$ cat src/rtl/shift_serializer.sv
// Parallel-in, serial-out transmitter. A word is accepted over a valid/ready
// handshake and shifted out one bit per rising edge on q, framed by q_valid
// and last. Back-to-back words are sent with no idle gap, and stall freezes
// the output mid-word. All outputs except load_ready are registered.
module shift_serializer #(
  parameter int WIDTH     = 8,
  parameter bit LSB_FIRST = 1'b0
) (
  input  logic             clock,
  input  logic             reset_n,
  input  logic             load_valid,
  output logic             load_ready,
  input  logic [WIDTH-1:0] load_data,
  input  logic             stall,
  output logic             q,
  output logic             q_valid,
  output logic             last,
  output logic             busy
);

  localparam int CW = $clog2(WIDTH);
  localparam logic [CW-1:0] LAST_CNT = CW'(WIDTH - 1);

  typedef enum logic {S_IDLE, S_SHIFT} state_t;

  state_t           r_state, w_state_nxt;
  logic [CW-1:0]    r_count, w_count_nxt;
  logic [WIDTH-1:0] r_shreg, w_shreg_nxt;
  logic             r_q, w_q_nxt;
  logic             r_q_valid, w_q_valid_nxt;
  logic             r_last, w_last_nxt;
  logic             r_busy, w_busy_nxt;
  logic             w_word_end;
  logic             w_accept;

  // Bit that leaves the word first, selected by the transmit order.
  function automatic logic first_bit(input logic [WIDTH-1:0] word);
    return LSB_FIRST ? word[0] : word[WIDTH-1];
  endfunction

  // Move the word one place toward its output end, zero-filling behind.
  function automatic logic [WIDTH-1:0] shift_out(input logic [WIDTH-1:0] word);
    return LSB_FIRST ? {1'b0, word[WIDTH-1:1]} : {word[WIDTH-2:0], 1'b0};
  endfunction

  // A new word may be taken when idle, or on the final unstalled bit so
  // consecutive words leave without a gap.
  assign w_word_end = (r_state == S_SHIFT) && (r_count == LAST_CNT) && !stall;
  assign load_ready = (r_state == S_IDLE) || w_word_end;
  assign w_accept   = load_valid && load_ready;

  // Next-state and next-output logic; everything holds unless updated.
  always_comb begin
    w_state_nxt   = r_state;
    w_count_nxt   = r_count;
    w_shreg_nxt   = r_shreg;
    w_q_nxt       = r_q;
    w_q_valid_nxt = r_q_valid;
    w_last_nxt    = r_last;
    w_busy_nxt    = r_busy;
    if (w_accept) begin
      // Capture: the first bit goes straight to q, the rest waits in the
      // shift register already advanced by one place.
      w_state_nxt   = S_SHIFT;
      w_count_nxt   = '0;
      w_shreg_nxt   = shift_out(load_data);
      w_q_nxt       = first_bit(load_data);
      w_q_valid_nxt = 1'b1;
      w_last_nxt    = 1'b0;
      w_busy_nxt    = 1'b1;
    end else if (w_word_end) begin
      w_state_nxt   = S_IDLE;
      w_count_nxt   = '0;
      w_shreg_nxt   = '0;
      w_q_nxt       = 1'b0;
      w_q_valid_nxt = 1'b0;
      w_last_nxt    = 1'b0;
      w_busy_nxt    = 1'b0;
    end else if ((r_state == S_SHIFT) && !stall) begin
      w_count_nxt = r_count + 1'b1;
      w_shreg_nxt = shift_out(r_shreg);
      w_q_nxt     = first_bit(r_shreg);
      w_last_nxt  = (w_count_nxt == LAST_CNT);
    end
  end

  // State and output registers; reset discards any in-flight word.
  always_ff @(posedge clock or negedge reset_n) begin
    if (!reset_n) begin
      r_state   <= S_IDLE;
      r_count   <= '0;
      r_shreg   <= '0;
      r_q       <= 1'b0;
      r_q_valid <= 1'b0;
      r_last    <= 1'b0;
      r_busy    <= 1'b0;
    end else begin
      r_state   <= w_state_nxt;
      r_count   <= w_count_nxt;
      r_shreg   <= w_shreg_nxt;
      r_q       <= w_q_nxt;
      r_q_valid <= w_q_valid_nxt;
      r_last    <= w_last_nxt;
      r_busy    <= w_busy_nxt;
    end
  end

  assign q       = r_q;
  assign q_valid = r_q_valid;
  assign last    = r_last;
  assign busy    = r_busy;

endmodule

$ cat config.mk
export PLATFORM = sky130hd
export DESIGN_NAME = shift_serializer
export DESIGN_NICKNAME = d
export VERILOG_FILES = /design/src/rtl/shift_serializer.sv
export SDC_FILE = /design/constraint.sdc
export NUM_CORES = 1
export LEC_CHECK = 0
export ABC_AREA = 1
export BUFFER_PORTS_ARGS = -buffer_cell sky130_fd_sc_hd__buf_2
export CELL_PAD_IN_SITES_DETAIL_PLACEMENT = 2
export CELL_PAD_IN_SITES_GLOBAL_PLACEMENT = 2
export CORE_MARGIN = 8
export CORE_UTILIZATION = 30
export CTS_BUF_LIST = sky130_fd_sc_hd__clkbuf_16
export CTS_CLUSTER_SIZE = 10
export DETAILED_ROUTE_END_ITERATION = 8
export PLACE_DENSITY = 0.91
export SLEW_MARGIN = 25
export SYNTH_ARGS = -nofsm -noshare
export SYNTH_HDL_FRONTEND = slang
export SYNTH_SLANG_ARGS = --single-unit
$ cat constraint.sdc
create_clock -name clock -period 2.6 [get_ports clock]
set_clock_uncertainty 0.2 [all_clocks]
set_input_delay 0.39 -clock clock [delete_from_list [all_inputs] [get_ports clock]]
set_output_delay 0.39 -clock clock [all_outputs]
set_load 0.02 [all_outputs]
After elaboration in Yosys (flattened, before gate mapping)
Cells that the tools add are included.
Storage, ports and cells
  register bits after elaboration: 14
  input bits: 12
  logic and storage cells: 31
Cells by class
  $add $sub $neg: 1
  eq/ne operators: 2
  multiplexer cells: 14
  bitwise gates (word level): 1
  reduce and logical (&&, ||, !) cells: 8
Operators with widths (number)
  2-to-1 mux 8 bit: 3
  2-to-1 mux 3 bit: 3
  2-to-1 mux 1 bit: 8
  == test 3 bit (second input constant): 2
  logical AND 1 bit: 4
  adder 3 x 1 -> 3 bit (second input constant): 1
  nonzero test 3 bit: 1
  nonzero test 2 bit: 1
  zero test 1 bit: 1
  logical OR 1 bit: 1
  NOT 1 bit: 1

Depth between registers and ports, before layout
Gate-level depths: netlist of the first run.
  depth after elaboration: 6
  depth in mapped cells: 9
  gate-level depth less buffers: 8

Worst setup path before layout of the first run
No wires, ideal clock.
  path type: reg2out
  start point: reg r_count[1]
  end point: out load_ready
  arrival: 1053 ps
  data required time: 2010 ps
  setup slack: 957 ps
  stages on the path, launching flop included: 6
  path buffers: 1
  cell sequence: dfrtp_1 ha_1 ha_1 inv_1 o21ai_1 buf_4
On the way
  cells in the longest elaborated chain, start to end: 4
Ends and longest elaborated chain
  from (decl): line 27  | logic [CW-1:0] r_count, w_count_nxt;
  from (signal assigned): line 99  | r_count <= w_count_nxt;
  == test 3 bit: line 48  | assign w_word_end = (r_state == S_SHIFT) && (r_count == LAST_CNT) && !stall;
  logical AND 1 bit (2 in series): line 48
  logical OR 1 bit: line 49  | assign load_ready = (r_state == S_IDLE) || w_word_end;
  to (decl): line 12  | output logic load_ready,
No other way between the ends.

Final worst setup path of the first run
Same ends and word-level chain as after synthesis.

==> results of run 1 <==
-- sequential cells by signal, summed over array words and instances, names as in the netlist --
name     count
r_shreg      7
q            1
q_valid      1
last         1
r_count      3
-- critical path: cells and delay by family, from the launching register on --
family | cells | cell delay [ns]
flip-flops | 1 | 0.39
adder cells (fa/ha/maj) | 2 | 0.33
buffers and inverters | 2 | 0.33
AO/OA/AOI/OAI | 1 | 0.38
-- final timing paths --
kind                               to  slack (ns)  cells after the start
max                        load_ready        0.33                      5
max reg2reg                r_count[2]        0.72                      7
max in group asynchronous  r_shreg[1]        1.59                      2
min reg2reg                r_shreg[5]        0.28                      2
min in group asynchronous  r_shreg[6]        0.37                      2
min                        r_shreg[1]        0.19                      3
-- cells in the mapped netlist --
cell / n / area (µm²)
sky130_fd_sc_hd__nand4_1: 2 / 12.5
sky130_fd_sc_hd__dfrtp_1: 13 / 325
sky130_fd_sc_hd__buf_6: 1 / 11.3
sky130_fd_sc_hd__a21oi_1: 2 / 10.0
sky130_fd_sc_hd__nand2_1: 39 / 146
sky130_fd_sc_hd__nand3_1: 16 / 80.1
sky130_fd_sc_hd__inv_4: 1 / 6.26
sky130_fd_sc_hd__nor2_1: 1 / 3.75
sky130_fd_sc_hd__inv_1: 3 / 11.3
sky130_fd_sc_hd__ha_1: 3 / 37.5
sky130_fd_sc_hd__nand2_4: 2 / 22.5
sky130_fd_sc_hd__inv_2: 1 / 3.75
sky130_fd_sc_hd__o21ai_1: 1 / 5.00
sky130_fd_sc_hd__buf_4: 3 / 22.5
sky130_fd_sc_hd__o21ai_0: 1 / 5.00
-- per-layer routing --
layer  up-vias  global-route usage  wire length [µm]
met5         -                   0                 0
met3         5              0.0258                65
met4         0              0.0572                43
li1        319                   -                 -
met1       333               0.124               897
met2        11               0.190              1090
-- report_power, final --
group | internal [mW] | switching [mW] | total [mW]
sequential | 0.287 | 0.0557 | 0.343
clock | 0.203 | 0.0855 | 0.288
combinational | 0.133 | 0.270 | 0.403
total | 0.623 | 0.411 | 1.03
-- cell families after synthesis --
family	after synthesis	share of synthesized area
simple gates	60	0.377
flops	13	0.463
buf+inv	9	0.0783
compound gates	4	0.0285
fa+ha+maj	3	0.0534
-- per-stage QoR --
step                utilization  worst slack (ns)
floorplan                     -             0.957
global placement          0.355             0.501
detailed placement        0.355             0.393
CTS                       0.395            0.0723
global route              0.396             0.231
finish                    0.396             0.329
-- layout make-up --
class	instances	area share
clock buffer	3	0.0856
clock inverter	1	0.00428
inverter	5	0.0243
multi-input combinational	67	0.372
tap	28	0.0399
sequential	13	0.371
timing repair buffer	17	0.103
-- timing repair --
| item | in CTS | in global routing |
|---|---|---|
| hold buffers | 1 | 0 |
| setup endpoints to repair | 0 | 1 |
| buffers inserted | 0 | 0 |
| endpoints found under the hold margin | 13 | 0 |
| gates resized for setup | 0 | 1 |
==> qor_table.md, run 1 <==
| Item | Value |
|---|---|
| Top Ports | 17 |
| Share of final-layout standard cells stronger than drive strength 1 | 0.226 |
| Crit Path Class | reg2out |
| Post-route fraction of the period consumed by the critical path | 0.874 |
| Clock tree from TritonCTS | built |
| Mean post-synth cell area | 7.90 µm² |
| Post-synthesis instance area | 703 µm² |
| Path class of the lowest-slack min-delay path | in2reg |
| Synthesized netlist net count | 104 |
| Number of sinks driven by the clock tree | 13 |
| DR WL/cell | 15.7 µm |
| Post-route non-filler standard cell count | 134 |
| Critical path cell sequence | ha_1, ha_1, inv_1, o21ai_2, buf_2 |
| Pins over their slew limit | 0 |
| Number of nets at the end of the flow | 122 |
| Number of buffers on the longest clock path | 2 |
| Final cell area excluding filler cells | 877 µm² |
| Worst Hold Launch | load_data[0] |
| Commonest cells after routing, fill and taps aside | sky130_fd_sc_hd__nand2_1, sky130_fd_sc_hd__nand3_1, sky130_fd_sc_hd__buf_2, sky130_fd_sc_hd__dfrtp_1, sky130_fd_sc_hd__inv_1 |
| Launch point of the worst reg-to-reg path | r_count[1] |
| Critical Path End Type | output pin |
| Initial Utilization | 0.318 |
| DR vias | 668 |
| Area post-placement | 785 µm² |
| Area occupied by registers | 325 µm² |
| Vias per std cell | 4.99 |
| Total DRC errors in the routed layout | 0 |
| Total global routing overflow | 0 |
| Max capacitance violation total | 0 |
| Tot Pwr | 1.03 mW |
| Die W | 64.4 µm |
| Vias in the first global route | 785 |
| Area of the core | 2210 µm² |
| Synthesis-stage register bit count | 13 |
| Critical Path Source | r_count[1] |
| Aggregate global-route resource usage | 0.111 |
| Total Wirelength | 2.10 mm |
| Antenna-violating nets left | 0 |
| Data required time at the worst endpoint | 2.01 ns |
| Status | finished, final reports clean |
| Most frequent cell on the critical path | sky130_fd_sc_hd__ha_1 |
| Total Die Area | 4150 µm² |
| Wire length of the first global-routing pass | 3.60 mm |
| Placed instance count | 129 |
| Leading cell type in the layout, fill and taps excluded | sky130_fd_sc_hd__nand2_1 |
| Setup TNS | 0 ns |
| Shortest clock period the worst path allows after layout | 2.27 ns |
| Die height | 64.4 µm |
| Launching element type of the critical path | flop |
| Area of combinational cells with multiple inputs | 327 µm² |
| Clock latency on the worst-skew pair | 0.24 ns |
| Largest net degree at the start of global routing | 15 |
| Static leakage | 0.499 nW |
| VDD IR max | 0.000413 V |
| Root buffer cell | sky130_fd_sc_hd__clkbuf_16 |
| Count of unique library cells instantiated by Yosys | 15 |
| CP peak stage delay | 0.39 ns |
| H-Tree Depth | 1 |
| Maximum operating frequency | 440 MHz |
| Area growth from synthesis to layout | 24.7% |
| Post-synthesis cell count | 89 |
| RSZ-0062 raised after global routing | no |
| Largest fanout on the critical path | 11 |
| PwrDens | 1180 nW/µm² |
| Least-Margin Pin Slew | 0.465 ns |
| Fillers | 286 |
| DP Wirelength | 1.49 mm |
| Number of setup violations in the final report | 0 |
| First-iteration detailed-routing DRC count | 12 |
| Data arrival time at the worst-slack endpoint | 1.68 ns |
| Clock-pin slew of the registers on the worst-case setup and hold paths | 0.05 ns |
| Number of antenna violations at the first check in global routing | 0 |
| Rows | 17 |
| Final count of hold timing violations | 0 |
| Num CTS Buffers | 3 |
| Proportion of synthesized chip area in sequential cells | 0.463 |
| Worst hold margin | 0.186 ns |
| Worst max-slew margin expressed relative to the limit | 0.690 |
| CP max stage cell | sky130_fd_sc_hd__dfrtp_1 |
| DR pass1 iterations | 3 |
| Port bufs | 16 |
| Diode count | 0 |
| Number of warnings reported in the yosys synthesis log | 0 |
| Final Wtd Congestion | 0.770 |
Power figures use the tool's default switching activity.
==> run 2, diff against run 1 <==
==> constraint.sdc (replaced) <==
create_clock -name clock -period 2.6 [get_ports clock]
set_clock_uncertainty 0.2 [all_clocks]
set_input_delay 0.13 -clock clock [delete_from_list [all_inputs] [get_ports clock]]
set_output_delay 0.13 -clock clock [all_outputs]
set_load 0.02 [all_outputs]
==> qor_table.md, run 2 (synthesized netlist as in run 1, its figures left out) <==
| Item | Value |
|---|---|
| Status | finished, final reports clean |
| Diode count | 0 |
| DR pass1 iterations | 2 |
| End of the worst register-to-register path | r_count[2] |
| Port bufs | 16 |
| Internal power contribution | 0.622 mW |
| Total Die Area | 4150 µm² |
| Largest fanout on the critical path | 11 |
| Clock tree from TritonCTS | built |
| Worst slack, placed | 0.485 ns |
| H-Tree Depth | 1 |
| Root buffer cell | sky130_fd_sc_hd__clkbuf_16 |
| Most frequent cell on the critical path | sky130_fd_sc_hd__ha_1 |
| Data arrival time at the worst-slack endpoint | 1.97 ns |
| Largest net degree at the start of global routing | 15 |
| Setup TNS | 0 ns |
| Aggregate global-route resource usage | 0.120 |
| VDD IR max | 0.000386 V |
| Min-Delay Endpoint | r_shreg[6] |
| Wire length of the first global-routing pass | 3.91 mm |
| DR WL/cell | 16.7 µm |
| Part of the power in combinational logic | 0.390 |
| Number of cells on the worst hold path | 5 |
| Number of post-CTS setup repair buffers | 0 |
| Launch point of the worst reg-to-reg path | r_count[1] |
| Sequential group share of total power | 0.332 |
| Biggest regs | r_shreg (7), r_count (3) |
| Max capacitance violation total | 0 |
| Clock-pin slew of the registers on the worst-case setup and hold paths | 0.04 ns |
| Final Wtd Congestion | 0.704 |
| Area of combinational cells with multiple inputs | 323 µm² |
| DP Wirelength | 1.57 mm |
| Final WS setup | 0.303 ns |
| Number of sinks driven by the clock tree | 13 |
| Final cell area excluding filler cells | 883 µm² |
| Leading cell type in the layout, fill and taps excluded | sky130_fd_sc_hd__nand2_1 |
| CP peak stage delay | 0.64 ns |
| Total DRC errors in the routed layout | 0 |
| Flop2flop setup slack | 0.45 ns |
| Flip-flop count of the largest register after layout | 7 |
| Share of final-layout standard cells stronger than drive strength 1 | 0.215 |
| Switching power | 0.412 mW |
| Num CTS Buffers | 3 |
| Data required time at the worst endpoint | 2.27 ns |
| Shortest clock period the worst path allows after layout | 2.30 ns |
| Initial Utilization | 0.318 |
| Clock latency on the worst-skew pair | 0.24 ns |
| Area of the core | 2210 µm² |
| Vias per std cell | 5.11 |
| Post-route fraction of the period consumed by the critical path | 0.883 |
| Critical path cell sequence | ha_1, ha_1, inv_1, o21ai_1, buf_2 |
| Critical Path End Type | output pin |
| Number of nets at the end of the flow | 123 |
| Top Ports | 17 |
| PwrDens | 1170 nW/µm² |
| Total global routing overflow | 0 |
| CTS Hold Buffers Added | 2 |
| Area occupied by registers | 325 µm² |
| Number of buffers on the longest clock path | 2 |
| Worst max-slew margin expressed relative to the limit | 0.446 |
| RSZ-0062 raised after global routing | no |
| Least-Margin Pin Slew | 0.825 ns |
| CP max stage cell | sky130_fd_sc_hd__o21ai_1 |
| Path class of the lowest-slack min-delay path | in2reg |
| Area post-placement | 785 µm² |
| Switching power share of the total | 0.399 |
| Rows | 17 |
| DR vias | 690 |
| Worst Hold Launch | load_data[5] |
| Clock network power share | 0.279 |
| Fillers | 272 |
| Static leakage | 0.501 nW |
| Antenna-violating nets left | 0 |
| Crit Path Class | reg2out |
| R2r worst-path depth | 7 |
| Launching element type of the critical path | flop |
| Die height | 64.4 µm |
| Number of antenna violations at the first check in global routing | 0 |
| Biggest register | r_shreg |
| Final count of hold timing violations | 0 |
| Total Wirelength | 2.25 mm |
| First-iteration detailed-routing DRC count | 21 |
| Maximum operating frequency | 435 MHz |
| Number of setup violations in the final report | 0 |
| Vias in the first global route | 831 |
| Tot Pwr | 1.03 mW |
| Area growth from synthesis to layout | 25.6% |
| Pins over their slew limit | 0 |
| Gates resized, CTS repair | 0 |
| Commonest cells after routing, fill and taps aside | sky130_fd_sc_hd__nand2_1, sky130_fd_sc_hd__nand3_1, sky130_fd_sc_hd__buf_2, sky130_fd_sc_hd__dfrtp_1, sky130_fd_sc_hd__inv_1 |
| Die W | 64.4 µm |
==> run 2: cell count changes in the layout (fill, tap and decap cells not counted), sizes merged <==
cell / change
dlygate4sd3: +1
==> run 2: worst max-delay path by stage <==
stage          slack (ns)          to  depth (start not counted)        from
2_1_floorplan        1.03           q                          9  r_count[1]
3_3_place_gp         0.70  r_count[2]                          7  r_count[1]
3_5_place_dp         0.48  r_count[2]                          7  r_count[1]
4_1_cts              0.33  load_ready                          5  r_count[1]
5_1_grt              0.19  load_ready                          5  r_count[1]
6_report             0.30  load_ready                          5  r_count[1]
==> run 2: worst max-delay path, delay by kind of cell, from the launching register on <==
family	cells	cell delay, ns
adders and majority gates	2	0.34
buffers and inverters	2	0.35
AOI/OAI and AO/OA	1	0.64
DFF	1	0.38
==> run 2: layer usage <==
| layer | track usage | vias to the layer above | routed length, µm |
|---|---|---|---|
| li1 | - | 324 | - |
| met5 | 0 | - | 0 |
| met4 | 0.0654 | 0 | 52 |
| met1 | 0.139 | 350 | 987 |
| met3 | 0.0275 | 5 | 75 |
| met2 | 0.201 | 11 | 1130 |
==> run 2: area by class of cell <==
cell class | count | share of cell area
clock buffers | 3 | 0.0850
inverters | 5 | 0.0241
multi-input cells | 67 | 0.365
repair buffers | 18 | 0.113
well taps | 28 | 0.0397
clock inverters | 1 | 0.00425
flip-flops and latches | 13 | 0.368
==> run 2: power groups by stage <==
| stage | logic [mW] | clock network (mW) | registers, mW |
|---|---|---|---|
| after floorplan | 0.285 | 0 | 0.352 |
| final | 0.403 | 0.288 | 0.343 |
| after global routing | 0.463 | 0.299 | 0.353 |
| after detailed placement | 0.404 | 0 | 0.346 |
| after global placement | 0.378 | 0 | 0.336 |
| after CTS | 0.412 | 0.296 | 0.343 |
==> run 2: stage by stage <==
stage / hold slack [ns] / util / instances
4_1_cts: 0.0247 / 0.399 / 135
3_5_place_dp: -0.163 / 0.355 / 129
2_1_floorplan: -0.366 / - / 89
3_3_place_gp: -0.166 / 0.355 / 129
5_1_grt: 0.0612 / 0.399 / 135
6_report: 0.0191 / 0.399 / 135
==> run 3, diff against run 2 <==
--- a/config.mk
+++ b/config.mk
@@ -9,6 +9,7 @@
 export BUFFER_PORTS_ARGS = -buffer_cell sky130_fd_sc_hd__buf_2
 export CELL_PAD_IN_SITES_DETAIL_PLACEMENT = 2
 export CELL_PAD_IN_SITES_GLOBAL_PLACEMENT = 2
+export CORE_ASPECT_RATIO = 1.5
 export CORE_MARGIN = 8
 export CORE_UTILIZATION = 30
 export CTS_BUF_LIST = sky130_fd_sc_hd__clkbuf_16
==> constraint.sdc (replaced) <==
create_clock -name clock -period 2.8 [get_ports clock]
set_clock_uncertainty 0.2 [all_clocks]
set_input_delay 0.14 -clock clock [delete_from_list [all_inputs] [get_ports clock]]
set_output_delay 0.14 -clock clock [all_outputs]
set_load 0.02 [all_outputs]
==> qor_table.md, run 3 (synthesized netlist as in run 1, its figures left out) <==
| Item | Value |
|---|---|
| Clock tree from TritonCTS | built |
| Crit Path Class | reg2out |
| Least-Margin Pin Slew | 0.731 ns |
| Commonest cells after routing, fill and taps aside | sky130_fd_sc_hd__nand2_1, sky130_fd_sc_hd__nand3_1, sky130_fd_sc_hd__buf_2, sky130_fd_sc_hd__dfrtp_1, sky130_fd_sc_hd__inv_1 |
| Met1 Resource Use GR | 0.113 |
| Worst max-slew margin expressed relative to the limit | 0.510 |
| Area occupied by registers | 325 µm² |
| End of the worst register-to-register path | r_count[1] |
| Number of antenna violations at the first check in global routing | 0 |
| GR Layer Usage met3 | 0.0217 |
| Rows | 21 |
| Total Wirelength | 2.14 mm |
| PwrDens | 1090 nW/µm² |
| Static leakage | 0.501 nW |
| Clock latency on the worst-skew pair | 0.24 ns |
| R2r worst-path depth | 7 |
| Antenna-violating nets left | 0 |
| Share of final-layout standard cells stronger than drive strength 1 | 0.215 |
| Worst Hold Launch | load_data[4] |
| Die height | 75.3 µm |
| Initial Utilization | 0.315 |
| Vias in the first global route | 806 |
| Area of combinational cells with multiple inputs | 323 µm² |
| Pins over their slew limit | 0 |
| Shortest clock period the worst path allows after layout | 2.19 ns |
| Total DRC errors in the routed layout | 0 |
| DP Wirelength | 1.45 mm |
| Launching element type of the critical path | flop |
| Status | finished, final reports clean |
| Most frequent cell on the critical path | sky130_fd_sc_hd__ha_1 |
| Post-route non-filler standard cell count | 130 |
| Leading cell type in the layout, fill and taps excluded | sky130_fd_sc_hd__nand2_1 |
| Clock-pin slew of the registers on the worst-case setup and hold paths | 0.05 ns |
| Number of buffers on the longest clock path | 2 |
| VDD IR max | 0.000469 V |
| Data arrival time at the worst-slack endpoint | 1.85 ns |
| Max capacitance violation total | 0 |
| Die W | 55.5 µm |
| Largest net degree at the start of global routing | 15 |
| Number of sinks driven by the clock tree | 13 |
| Path class of the lowest-slack min-delay path | in2reg |
| Number of nets at the end of the flow | 123 |
| Maximum operating frequency | 456 MHz |
| Biggest regs | r_shreg (7), r_count (3) |
| Critical Path End Type | output pin |
| First-iteration detailed-routing DRC count | 10 |
| Port bufs | 16 |
| Flop2flop setup slack | 0.75 ns |
| DR vias | 667 |
| Final count of hold timing violations | 0 |
| Number of setup violations in the final report | 0 |
| Final Wtd Congestion | 0.722 |
| Data required time at the worst endpoint | 2.46 ns |
| CP peak stage delay | 0.58 ns |
| Fillers | 251 |
| Area of the core | 2230 µm² |
| Aggregate global-route resource usage | 0.112 |
| Launch point of the worst reg-to-reg path | r_count[1] |
| Area post-placement | 778 µm² |
| Critical path cell sequence | ha_1, ha_1, inv_1, o21ai_1, buf_2 |
| Min-Delay Endpoint | r_shreg[5] |
| Layer with the highest usage | met2 |
| Flip-flop count of the largest register after layout | 7 |
| CP max stage cell | sky130_fd_sc_hd__o21ai_1 |
| Num CTS Buffers | 3 |
| Met2 demand-to-capacity share in global routing | 0.223 |
| Top Ports | 17 |
| Vias per std cell | 5.13 |
| Number of cells on the worst hold path | 5 |
| Placed instance count | 124 |
| DR WL/cell | 16.4 µm |
| Setup TNS | 0 ns |
| Worst hold margin | 0.0254 ns |
| Biggest register | r_shreg |
| Critical Path Source | r_count[1] |
| Fin util | 0.393 |
| Post-route fraction of the period consumed by the critical path | 0.784 |
| Area growth from synthesis to layout | 24.7% |
| Total global routing overflow | 0 |
| DR pass1 iterations | 4 |
| Diode count | 0 |
| Total Die Area | 4180 µm² |
| Largest fanout on the critical path | 11 |
| H-Tree Depth | 1 |
| Wire length of the first global-routing pass | 3.78 mm |
| Root buffer cell | sky130_fd_sc_hd__clkbuf_16 |
| RSZ-0062 raised after global routing | no |
| Number of post-CTS setup repair buffers | 0 |
| Final cell area excluding filler cells | 877 µm² |
[run 3: cell counts in the layout (fill, tap and decap cells not counted)]
No cell type changed its count.
[run 3: critical path, delay by kind of cell (launching register included)]
| kind | cells | cell delay (ns) |
|---|---|---|
| compound gates | 1 | 0.58 |
| fa+ha+maj | 2 | 0.31 |
| buf+inv | 2 | 0.36 |
| flops | 1 | 0.37 |
[run 3: routing by layer]
layer / vias up / routed length (µm)
met3: 5 / 77
met1: 327 / 876
met5: - / 0
met2: 13 / 1160
met4: 0 / 27
li1: 322 / -
[run 3: where the power goes]
| part | switching (mW) | internal (mW) |
|---|---|---|
| logic | 0.247 | 0.121 |
| registers | 0.0485 | 0.266 |
| clock network | 0.0800 | 0.188 |
| total | 0.375 | 0.576 |
[run 3: final cells by class]
cell class,instances,share of cell area
Tap cell,23,0.0328
Clock buffer,3,0.0856
Clock inverter,1,0.00428
Timing Repair Buffer,18,0.114
Multi-Input combinational cell,67,0.368
Inverter,5,0.0243
Sequential cell,13,0.371
[run 3: what timing repair did]
action,in CTS,in global routing
setup endpoints to repair,0,0
hold endpoints to repair,14,0
resized for setup,0,0
hold buffers,2,0
[run 3: stage by stage]
step	setup slack, ns	power (mW)
global route	0.416	1.03
floorplan	1.23	0.591
global placement	0.893	0.662
detailed placement	0.780	0.685
CTS	0.557	0.967
finish	0.606	0.952
[run 3: worst max path at each step]
stage                 endpoint  slack [ns]
floorplan                    q        1.23
global placement    r_count[2]        0.89
detailed placement  r_count[2]        0.78
CTS                 load_ready        0.56
global route        load_ready        0.42
finish              load_ready        0.61
